File: config.mk
export PLATFORM = sky130hd
export DESIGN_NAME = mem_stage
export DESIGN_NICKNAME = d
export VERILOG_FILES = /design/src/rtl/mem_stage.sv
export SDC_FILE = /design/constraint.sdc
export NUM_CORES = 1
export LEC_CHECK = 0
export CAP_MARGIN = 20
export CORE_MARGIN = 2
export CORE_UTILIZATION = 40
export CTS_CLUSTER_DIAMETER = 200
export DETAILED_ROUTE_END_ITERATION = 12
export GPL_ROUTABILITY_DRIVEN = 1
export PLACE_DENSITY = 0.7
export RECOVER_POWER = 25
export REMOVE_ABC_BUFFERS = 1
export SETUP_SLACK_MARGIN = 0.15
export SYNTH_ARGS = -nofsm -noshare
export SYNTH_HDL_FRONTEND = slang
export SYNTH_SLANG_ARGS = --single-unit
export TNS_END_PERCENT = 10
File: constraint.sdc
create_clock -name i_clk -period 3.6 [get_ports i_clk]
set_input_delay 0.72 -clock i_clk [delete_from_list [all_inputs] [get_ports i_clk]]
set_output_delay 0.72 -clock i_clk [all_outputs]
set_load 0.03 [all_outputs]
File: src/rtl/mem_stage.sv
// Memory stage: IDLE/ACCESS/RESP handshake between execute and a single-beat data bus.
// Optional MEM_MISALIGN_TRAP_EN flags misaligned half/word accesses instead of issuing them.
package mem_stage_pkg;
  typedef struct packed {
    logic       mem;
    logic       iop;
    logic [2:0] fcs_opcode;
  } control_s;
endpackage

module mem_stage
  import mem_stage_pkg::*;
#(
  parameter int unsigned XLEN        = 32,
  parameter int unsigned MEM_TIMEOUT = 255
) (
  input  logic            i_clk,
  input  logic            i_reset,
  input  logic            i_valid,
  output logic            o_ready,
  input  control_s        i_control_signal,
  input  logic [XLEN-1:0] i_addr,
  input  logic [XLEN-1:0] i_store_data,
  output logic            o_mem_req,
  output logic            o_mem_we,
  output logic [XLEN-1:0] o_mem_addr,
  output logic [XLEN-1:0] o_mem_wdata,
  output logic [3:0]      o_mem_wstrb,
  input  logic            i_mem_ack,
  input  logic [XLEN-1:0] i_mem_rdata,
  output logic            o_wb_valid,
  output logic [XLEN-1:0] o_wb_data,
  output control_s        o_control_signal,
  output logic            o_bus_error,
  output logic            o_misaligned
);

  localparam int unsigned CntW = (MEM_TIMEOUT > 1) ? $clog2(MEM_TIMEOUT) : 1;
  localparam logic [CntW-1:0] CntLast = CntW'(MEM_TIMEOUT - 1);

  typedef enum logic [1:0] {StIdle, StAccess, StResp} state_e;

  state_e          st_q, st_d;
  control_s        ctrl_q, ctrl_d;
  logic [XLEN-1:0] addr_q, addr_d;
  logic [XLEN-1:0] wdata_q, wdata_d;
  logic [XLEN-1:0] wb_data_q, wb_data_d;
  logic [3:0]      wstrb_q, wstrb_d;
  logic            we_q, we_d;
  logic            err_q, err_d;
  logic [CntW-1:0] cnt_q, cnt_d;

  logic            accept, in_reserved, in_mis;
  logic [1:0]      in_size;
  logic [7:0]      ld_byte;
  logic [15:0]     ld_half;
  logic [XLEN-1:0] ld_result;

  assign accept      = (st_q == StIdle) && i_valid;
  assign in_size     = i_control_signal.fcs_opcode[1:0];
  assign in_reserved = (i_control_signal.fcs_opcode == 3'b011) ||
                       (i_control_signal.fcs_opcode[2:1] == 2'b11);

`ifdef MEM_MISALIGN_TRAP_EN
  logic mis_q, mis_d;
  assign in_mis = ((in_size == 2'b01) && i_addr[0]) || ((in_size == 2'b10) && (i_addr[1:0] != 2'b00));
  always_comb begin
    mis_d = mis_q;
    if (accept) mis_d = i_control_signal.mem && !in_reserved && in_mis;
  end
  always_ff @(posedge i_clk) begin
    if (i_reset) mis_q <= 1'b0;
    else         mis_q <= mis_d;
  end
  assign o_misaligned = mis_q;
`else
  assign in_mis       = 1'b0;
  assign o_misaligned = 1'b0;
`endif

  // Lane extraction uses the unaligned captured address; the bus only sees the word address.
  assign ld_byte = i_mem_rdata[{addr_q[1:0], 3'b000} +: 8];
  assign ld_half = i_mem_rdata[{addr_q[1], 4'b0000} +: 16];

  always_comb begin
    ld_result = '0;
    case (ctrl_q.fcs_opcode)
      3'b000:  ld_result = {{(XLEN-8){ld_byte[7]}}, ld_byte};
      3'b001:  ld_result = {{(XLEN-16){ld_half[15]}}, ld_half};
      3'b010:  ld_result = i_mem_rdata;
      3'b100:  ld_result = {{(XLEN-8){1'b0}}, ld_byte};
      3'b101:  ld_result = {{(XLEN-16){1'b0}}, ld_half};
      default: ld_result = '0;
    endcase
  end

  always_comb begin
    st_d      = st_q;
    ctrl_d    = ctrl_q;
    addr_d    = addr_q;
    wdata_d   = wdata_q;
    wstrb_d   = wstrb_q;
    we_d      = we_q;
    wb_data_d = wb_data_q;
    err_d     = err_q;
    cnt_d     = cnt_q;
    case (st_q)
      StIdle: begin
        if (i_valid) begin
          ctrl_d    = i_control_signal;
          err_d     = 1'b0;
          wb_data_d = '0;
          if (!i_control_signal.mem) begin
            wb_data_d = i_addr;
            st_d      = StResp;
          end else if (in_reserved || in_mis) begin
            st_d = StResp;
          end else begin
            st_d    = StAccess;
            cnt_d   = '0;
            addr_d  = i_addr;
            we_d    = i_control_signal.iop;
            wstrb_d = 4'b0000;
            wdata_d = '0;
            if (i_control_signal.iop) begin
              case (in_size)
                2'b00: begin
                  wstrb_d = 4'b0001 << i_addr[1:0];
                  wdata_d = {4{i_store_data[7:0]}};
                end
                2'b01: begin
                  wstrb_d = 4'b0011 << {i_addr[1], 1'b0};
                  wdata_d = {2{i_store_data[15:0]}};
                end
                default: begin
                  wstrb_d = 4'b1111;
                  wdata_d = i_store_data;
                end
              endcase
            end
          end
        end
      end
      StAccess: begin
        // Ack wins over a timeout landing in the same cycle.
        if (i_mem_ack) begin
          wb_data_d = ctrl_q.iop ? '0 : ld_result;
          st_d      = StResp;
        end else if (cnt_q == CntLast) begin
          err_d = 1'b1;
          st_d  = StResp;
        end else begin
          cnt_d = cnt_q + 1'b1;
        end
      end
      StResp:  st_d = StIdle;
      default: st_d = StIdle;
    endcase
  end

  always_ff @(posedge i_clk) begin
    if (i_reset) begin
      st_q      <= StIdle;
      ctrl_q    <= '0;
      addr_q    <= '0;
      wdata_q   <= '0;
      wstrb_q   <= '0;
      we_q      <= 1'b0;
      wb_data_q <= '0;
      err_q     <= 1'b0;
      cnt_q     <= '0;
    end else begin
      st_q      <= st_d;
      ctrl_q    <= ctrl_d;
      addr_q    <= addr_d;
      wdata_q   <= wdata_d;
      wstrb_q   <= wstrb_d;
      we_q      <= we_d;
      wb_data_q <= wb_data_d;
      err_q     <= err_d;
      cnt_q     <= cnt_d;
    end
  end

  assign o_ready          = (st_q == StIdle);
  assign o_mem_req        = (st_q == StAccess);
  assign o_mem_we         = (st_q == StAccess) && we_q;
  assign o_mem_addr       = {addr_q[XLEN-1:2], 2'b00};
  assign o_mem_wdata      = wdata_q;
  assign o_mem_wstrb      = wstrb_q;
  assign o_wb_valid       = (st_q == StResp);
  assign o_wb_data        = wb_data_q;
  assign o_control_signal = ctrl_q;
  assign o_bus_error      = err_q;

endmodule

==> results by group, run 1 <==
Timing
  • Unrepaired setup endpoints after global routing: false
  • Final worst path period share: 0.8329
  • F_max: 333.5 MHz
  • Worst slew pin tran: 956.3 ps
  • Post-route minimum period: 2999 ps
  • Number of hold violations in the final report: 0
  • Relative slew slack: 0.3577
  • Clock Skew: 12.01 ps
  • Setup TNS: 0 ps
  • # setup viols final: 0
  • Final hold slack: 449.0 ps
  • Number of max-slew violations in the final report: 0

Finish
  • Number of filler instances in the final layout: 1352
  • Layout cells sized above 1: 0.09101
  • Footprint of the flip-flops and latches: 0.002342 mm^2
  • Final instance area: 0.008573 mm^2
  • Final-stage net count: 997
  • Layout overhead on the synthesized area: 43.41%
  • Ant. Diodes: 0
  • Multi-input gate area: 0.003114 mm^2

Drt
  • Detail-routed via count per cell: 5.555
  • First-pass detailed-route iteration total: 7
  • # DRC: 0
  • Via Count: 6027
  • Detailed router's first-iteration violation count: 475
  • Number of antenna-violating nets in the routed design: 0
  • Final routed wire length divided by cell count: 18.53 um
  • Total length of routed wires: 20.11 mm

Run
  • Max_cap viols: 0

Critical path
  • Data arrival, critical path: 2280 ps
  • CP startpoint kind: flop
  • Crit path max fanout: 19
  • Endpoint class of the critical path: output pin
  • Slack of the worst reg-to-reg path: 1040 ps
  • Critical path class: reg2out
  • Required time at the worst-slack endpoint: 2880 ps

Clock network
  • CTS H-tree depth: 4
  • Clock Sink Count: 117
  • Clock transition at the registers of the reported paths: 50 ps
  • Clock buffer count from CTS: 17
  • Number of setup buffers added after CTS: 0
  • Clock insertion delay at the later pin of the skew report: 420 ps
  • Hold-fix buffer count after cts: 0
  • CTS Root Buffer Type: clkbuf_16
  • TritonCTS clock tree: done
  • Resized cells post-CTS: 0
  • Longest Clk Path Bufs: 2

Placement
  • Placement-stage cell area: 0.008000 mm^2
  • Number of buffer cells added on primary ports: 212
  • Final GP Congestion: 0.8361
  • Half-perimeter wire length of the detailed placement result: 14.27 mm

Die
  • Die Span X: 126.3 um
  • Die Span Y: 126.3 um
  • Initial Utilization: 0.4098
  • Core box area: 0.01459 mm^2
  • I/O pin cnt: 216
  • Placement row count: 44
  • Area of the die: 0.01594 mm^2

Synth
  • Yosys Warn Count: 0
  • Gate Count Post-Synth: 729
  • Seq/Total Area, Yosys: 0.3918
  • Cell area after technology mapping: 0.005978 mm^2
  • Average cell area after synthesis: 8.201 um^2
  • Number of enable flip-flop cells after synthesis: 0
  • Number of storage elements in the synthesis netlist: 117
  • Top flip-flop cell by instance count after synthesis: dfxtp_1
  • Count of cell types in the netlist: 54
  • Fraction of registers with async set/reset: 0

Global route
  • Maximum number of pins on one net before global-route repair: 70
  • Via count of the first global-routing pass: 5724
  • GRT Resource Usage Total: 0.2496
  • Antenna violations before repair: 0
  • First-pass GRT wire length: 31.66 mm
  • Grt ovf: 0

Power and ir drop
  • Relative contribution of the clock network to total power: 0.438
  • Cell Int Power: 0.002817 W
  • Total power density per cell area: 452.9 mW/mm^2
  • Static leakage: 3.275 nW
  • Switching share of power: 0.2744
  • Largest vdd supply drop: 0.0003446 V
  • Logic pwr share: 0.199
  • Net switching power of the design: 0.001065 W
  • Sequential share of power: 0.363

Status
  • Outcome: finished, final reports clean

Min path
  • Hold/Removal Path Class: reg2reg
[placed cells by master, fill, tap and decap left out, types with 2 or more instances in the layout]
cell	count
nand2b_1	16
inv_2	2
mux2_2	17
conb_1	3
and3_1	3
dfxtp_1	117
nor2b_1	2
a211oi_1	10
clkbuf_16	17
a21oi_2	2
or4_1	3
dlygate4sd3_1	51
o311ai_1	7
a22oi_1	39
mux2i_1	15
and4_1	2
ha_1	2
inv_1	3
o31ai_1	18
a2111oi_2	7
nand3_1	9
nor3_1	2
buf_12	2
nand2_1	93
nand4_1	5
and2_1	21
a21boi_1	6
or3_1	4
nor3b_1	3
nor2_1	67
buf_4	16
o21ai_0	31
clkbuf_1	5
clkbuf_8	6
bufinv_16	2
a222oi_1	7
clkdlybuf4s50_1	160
a21oi_1	93
o21ai_1	5
a21o_1	9
[registers in the layout (all words and copies together) (netlist names)]
signal            flops
o_bus_error           1
o_mem_wdata          32
we_q                  1
cnt_q                 8
o_mem_wstrb           4
o_wb_data            32
addr_q               32
st_q                  2
o_control_signal      5
[stage by stage]
step                      power, W  instances    util  setup WS [ps]
after CTS                 0.003920       1085  0.5887          527.0
after detailed placement  0.002219       1055  0.5484          594.9
after global routing      0.004026       1085  0.5877          502.8
final                     0.003882       1085  0.5877          601.4
after global placement    0.002215       1055  0.5484          643.0
after floorplan           0.001823        641       -           1048
[power by group through the flow]
stage / registers (W) / clock network [W] / logic (W)
6_report: 0.00141 / 0.00170 / 0.000774
5_1_grt: 0.00142 / 0.00178 / 0.000828
4_1_cts: 0.00141 / 0.00172 / 0.000786
3_5_place_dp: 0.00144 / 0 / 0.000783
3_3_place_gp: 0.00143 / 0 / 0.000780
2_1_floorplan: 0.00155 / 0 / 0.000272
[synth_stat cells, drive strengths merged (11+ instances only)]
cell type / number / area, um^2
a211oi: 11 / 95.09
a21oi: 95 / 483.0
a22oi: 39 / 292.8
and2: 21 / 131.4
buf: 60 / 385.4
clkbuf: 30 / 112.6
dfxtp: 117 / 2342
mux2: 17 / 191.4
mux2i: 15 / 150.1
nand2: 94 / 352.8
nand2b: 17 / 108.9
nor2: 68 / 257.8
o21ai: 36 / 180.2
o31ai: 18 / 135.1
[critical path, cell delays in order, from the launching register on]
cell	delay [ps]
dfxtp_1	720
nand2b_2	300
inv_2	80
and2_1	160
clkdlybuf4s50_1	600
[per-layer routing]
metal	part of all wire	global-route usage	up-vias
met1	0.43	0.3242	2851
met4	0.024	0.09761	0
li1	-	-	2899
met5	0	0	-
met2	0.45	0.3824	245
met3	0.091	0.08539	32
[kinds of logic after synthesis]
kind of cell | Yosys count | synth area share
other | 1 | 0.0006273
buffers and inverters | 96 | 0.08707
adders and majority gates | 2 | 0.004185
DFF | 117 | 0.3918
muxes | 32 | 0.05714
AOI/OAI and AO/OA | 240 | 0.2635
and+or+nand+nor | 241 | 0.1957
[worst paths after layout]
check / from / end / cells past startpoint
worst max-delay path: st_q[1]$_SDFFE_PP0P_ / o_mem_we / 4
worst min-delay path: addr_q[30]$_SDFFE_PP0P_ / addr_q[30]$_SDFFE_PP0P_ / 2
worst max register to register: st_q[1]$_SDFFE_PP0P_ / o_wb_data[9]$_SDFFE_PP0P_ / 5
worst min register to register: addr_q[30]$_SDFFE_PP0P_ / addr_q[30]$_SDFFE_PP0P_ / 2
[final cells by class]
cell class / instances / share of cell area
multi-input combinational: 518 / 0.3633
sequential: 117 / 0.2732
timing repair buffer: 230 / 0.2655
clock buffer: 27 / 0.06100
tap: 184 / 0.02685
clock inverter: 3 / 0.007589
inverter: 6 / 0.002627
Power figures use the tool's default switching activity.
==> inputs of run 2 (changes only) <==
clock period = 3 ns   (was 3.6 ns; I/O delays follow)
==> run 2 against run 1 <==
Compared with the run above:
- flip-flop and latch count did not move
- non-clock buffer count is 9 higher
- setup slack got worse by 330 ps
- wire length down 2.4%
- hold slack hardly changed
- total power grew 18%
- count of clock-buffer cells in the layout is 3 lower
- clock power rose by 15%
- clock skew grew 1.2 ps
- die area unchanged
- final area is essentially flat
- first-iteration DRC count increased by 0.84%
==> results by group, run 2 (synthesis gave the netlist of run 1 again) <==
Critical path
  • CP startpoint kind: input pin
  • Required time at the worst-slack endpoint: 3340 ps
  • Worst-path cell with the longest stage delay: o21ai_0
  • Critical path class: in2reg
  • Crit path max fanout: 10
  • Ordered cell list for the critical path: dlygate4sd3_1, o21ai_0, a21oi_1, buf_4, or3_1, a21boi_1
  • Largest delay share family, worst path: compound AO/OA/AOI/OAI gates
  • Slowest cell delay on critical path: 700 ps
  • Endpoint class of the critical path: flop
  • Data arrival, critical path: 3070 ps
  • Total buffers and inverters traversed by the critical path: 2

Drt
  • Total length of routed wires: 19.61 mm
  • Detail-routed via count per cell: 5.445
  • Detailed router's first-iteration violation count: 479
  • Final routed wire length divided by cell count: 17.95 um
  • First-pass detailed-route iteration total: 5
  • Number of antenna-violating nets in the routed design: 0
  • Via Count: 5951
  • # DRC: 0

Finish
  • Most common cell after layout, fill and taps aside: clkdlybuf4s50_1
  • Footprint of the flip-flops and latches: 0.002342 mm^2
  • Most frequent cells in the layout: clkdlybuf4s50_1 (173), dfxtp_1 (117), a21oi_1 (94), nand2_1 (93), nor2_1 (67)
  • Layout overhead on the synthesized area: 43.47%
  • Number of filler instances in the final layout: 1323
  • Filler-free cell count of the finished design: 1093
  • Layout cells sized above 1: 0.09351
  • Final-stage net count: 1006
  • Ant. Diodes: 0
  • Multi-input gate area: 0.003105 mm^2

Timing
  • Number of max-slew violations in the final report: 0
  • Relative slew slack: 0.4393
  • Post-route minimum period: 2731 ps
  • Clock Skew: 13.20 ps
  • Worst slew pin tran: 832.3 ps
  • Number of hold violations in the final report: 0
  • Setup TNS: 0 ps
  • F_max: 366.2 MHz
  • Final worst path period share: 0.9102
  • # setup viols final: 0
  • Unrepaired setup endpoints after global routing: false

Die
  • Area of the die: 0.01594 mm^2
  • Core box area: 0.01459 mm^2
  • Initial Utilization: 0.4098
  • Die Span X: 126.3 um
  • I/O pin cnt: 216
  • Placement row count: 44
  • Die Span Y: 126.3 um

Clock network
  • CTS H-tree depth: 4
  • Resized cells post-CTS: 0
  • Longest Clk Path Bufs: 2
  • Clock buffer count from CTS: 17
  • TritonCTS clock tree: done
  • Clock Sink Count: 117
  • Clock insertion delay at the later pin of the skew report: 420 ps
  • Number of setup buffers added after CTS: 0
  • CTS Root Buffer Type: clkbuf_16
  • Clock transition at the registers of the reported paths: 50 ps
  • Hold-fix buffer count after cts: 0

Min path
  • Hold/Removal Path Class: reg2reg

Power and ir drop
  • Total power density per cell area: 534.4 mW/mm^2
  • PnR Total Power: 0.004583 W
  • Static leakage: 3.246 nW
  • Largest vdd supply drop: 0.0004837 V

Placement
  • Number of buffer cells added on primary ports: 212
  • Placed Instances: 1064
  • Half-perimeter wire length of the detailed placement result: 14.26 mm
  • Final GP Congestion: 0.8635

Global route
  • Grt ovf: 0
  • First-pass GRT wire length: 30.77 mm
  • Maximum number of pins on one net before global-route repair: 53
  • Antenna violations before repair: 0
  • Via count of the first global-routing pass: 5668
  • GRT Resource Usage Total: 0.2436

Status
  • Outcome: finished, final reports clean

Run
  • Max_cap viols: 0
-- run 2: report_power, final --
part / internal [W] / switching [W]
clock: 0.00127 / 0.000688
sequential: 0.00163 / 0.0000516
combinational: 0.000412 / 0.000528
total: 0.00332 / 0.00127
-- run 2: layout make-up --
| type | count | share of cell area |
|---|---|---|
| tap | 184 | 0.02684 |
| clock buffer | 24 | 0.05616 |
| sequential | 117 | 0.2731 |
| clock inverter | 5 | 0.008753 |
| inverter | 6 | 0.002626 |
| timing repair buffer | 239 | 0.2705 |
| multi-input combinational | 518 | 0.3621 |
-- run 2: per-stage QoR --
stage                 util  setup WS, ps  hold slack, ps  area, um^2
floorplan                -         567.7           448.2        5488
CTS                 0.5903         261.9           453.8        8612
finish              0.5879         269.4           448.7        8577
global route        0.5879         138.5           461.2        8577
global placement    0.5521         373.5           441.0        8055
detailed placement  0.5521         343.1           446.6        8055
-- run 2: worst paths after layout --
path / slack, ps / end / from / cells past startpoint
setup / recovery: 270 / cnt_q[6]$_SDFFE_PP0P_ / i_control_signal[2] / 6
hold / removal: 450 / addr_q[17]$_SDFFE_PP0P_ / addr_q[17]$_SDFFE_PP0P_ / 2
hold reg to reg: 450 / addr_q[17]$_SDFFE_PP0P_ / addr_q[17]$_SDFFE_PP0P_ / 2
setup reg to reg: 620 / o_wb_data[6]$_SDFFE_PP0P_ / o_control_signal[1]$_SDFFE_PP0P_ / 6
-- run 2: tightest hold or removal path, cell delays in order (launching register included) --
cell and delay (ps):
dfxtp_1 300, nand2_1 50, a21oi_1 50
-- run 2: layer usage --
metal / track usage / routed length (um) / share of wire / vias up
met3: 0.09856 / 1879 / 0.096 / 23
met5: 0 / 0 / 0 / -
met2: 0.3722 / 8820 / 0.45 / 268
met1: 0.3139 / 8575 / 0.44 / 2746
met4: 0.08016 / 338 / 0.017 / 0
li1: - / - / - / 2914
==> inputs of run 3 (changes only) <==
TNS_END_PERCENT = not set   (was 10)
==> results of run 3 <==
No change in the layout: final DEF, timing and power equal those of run 2.
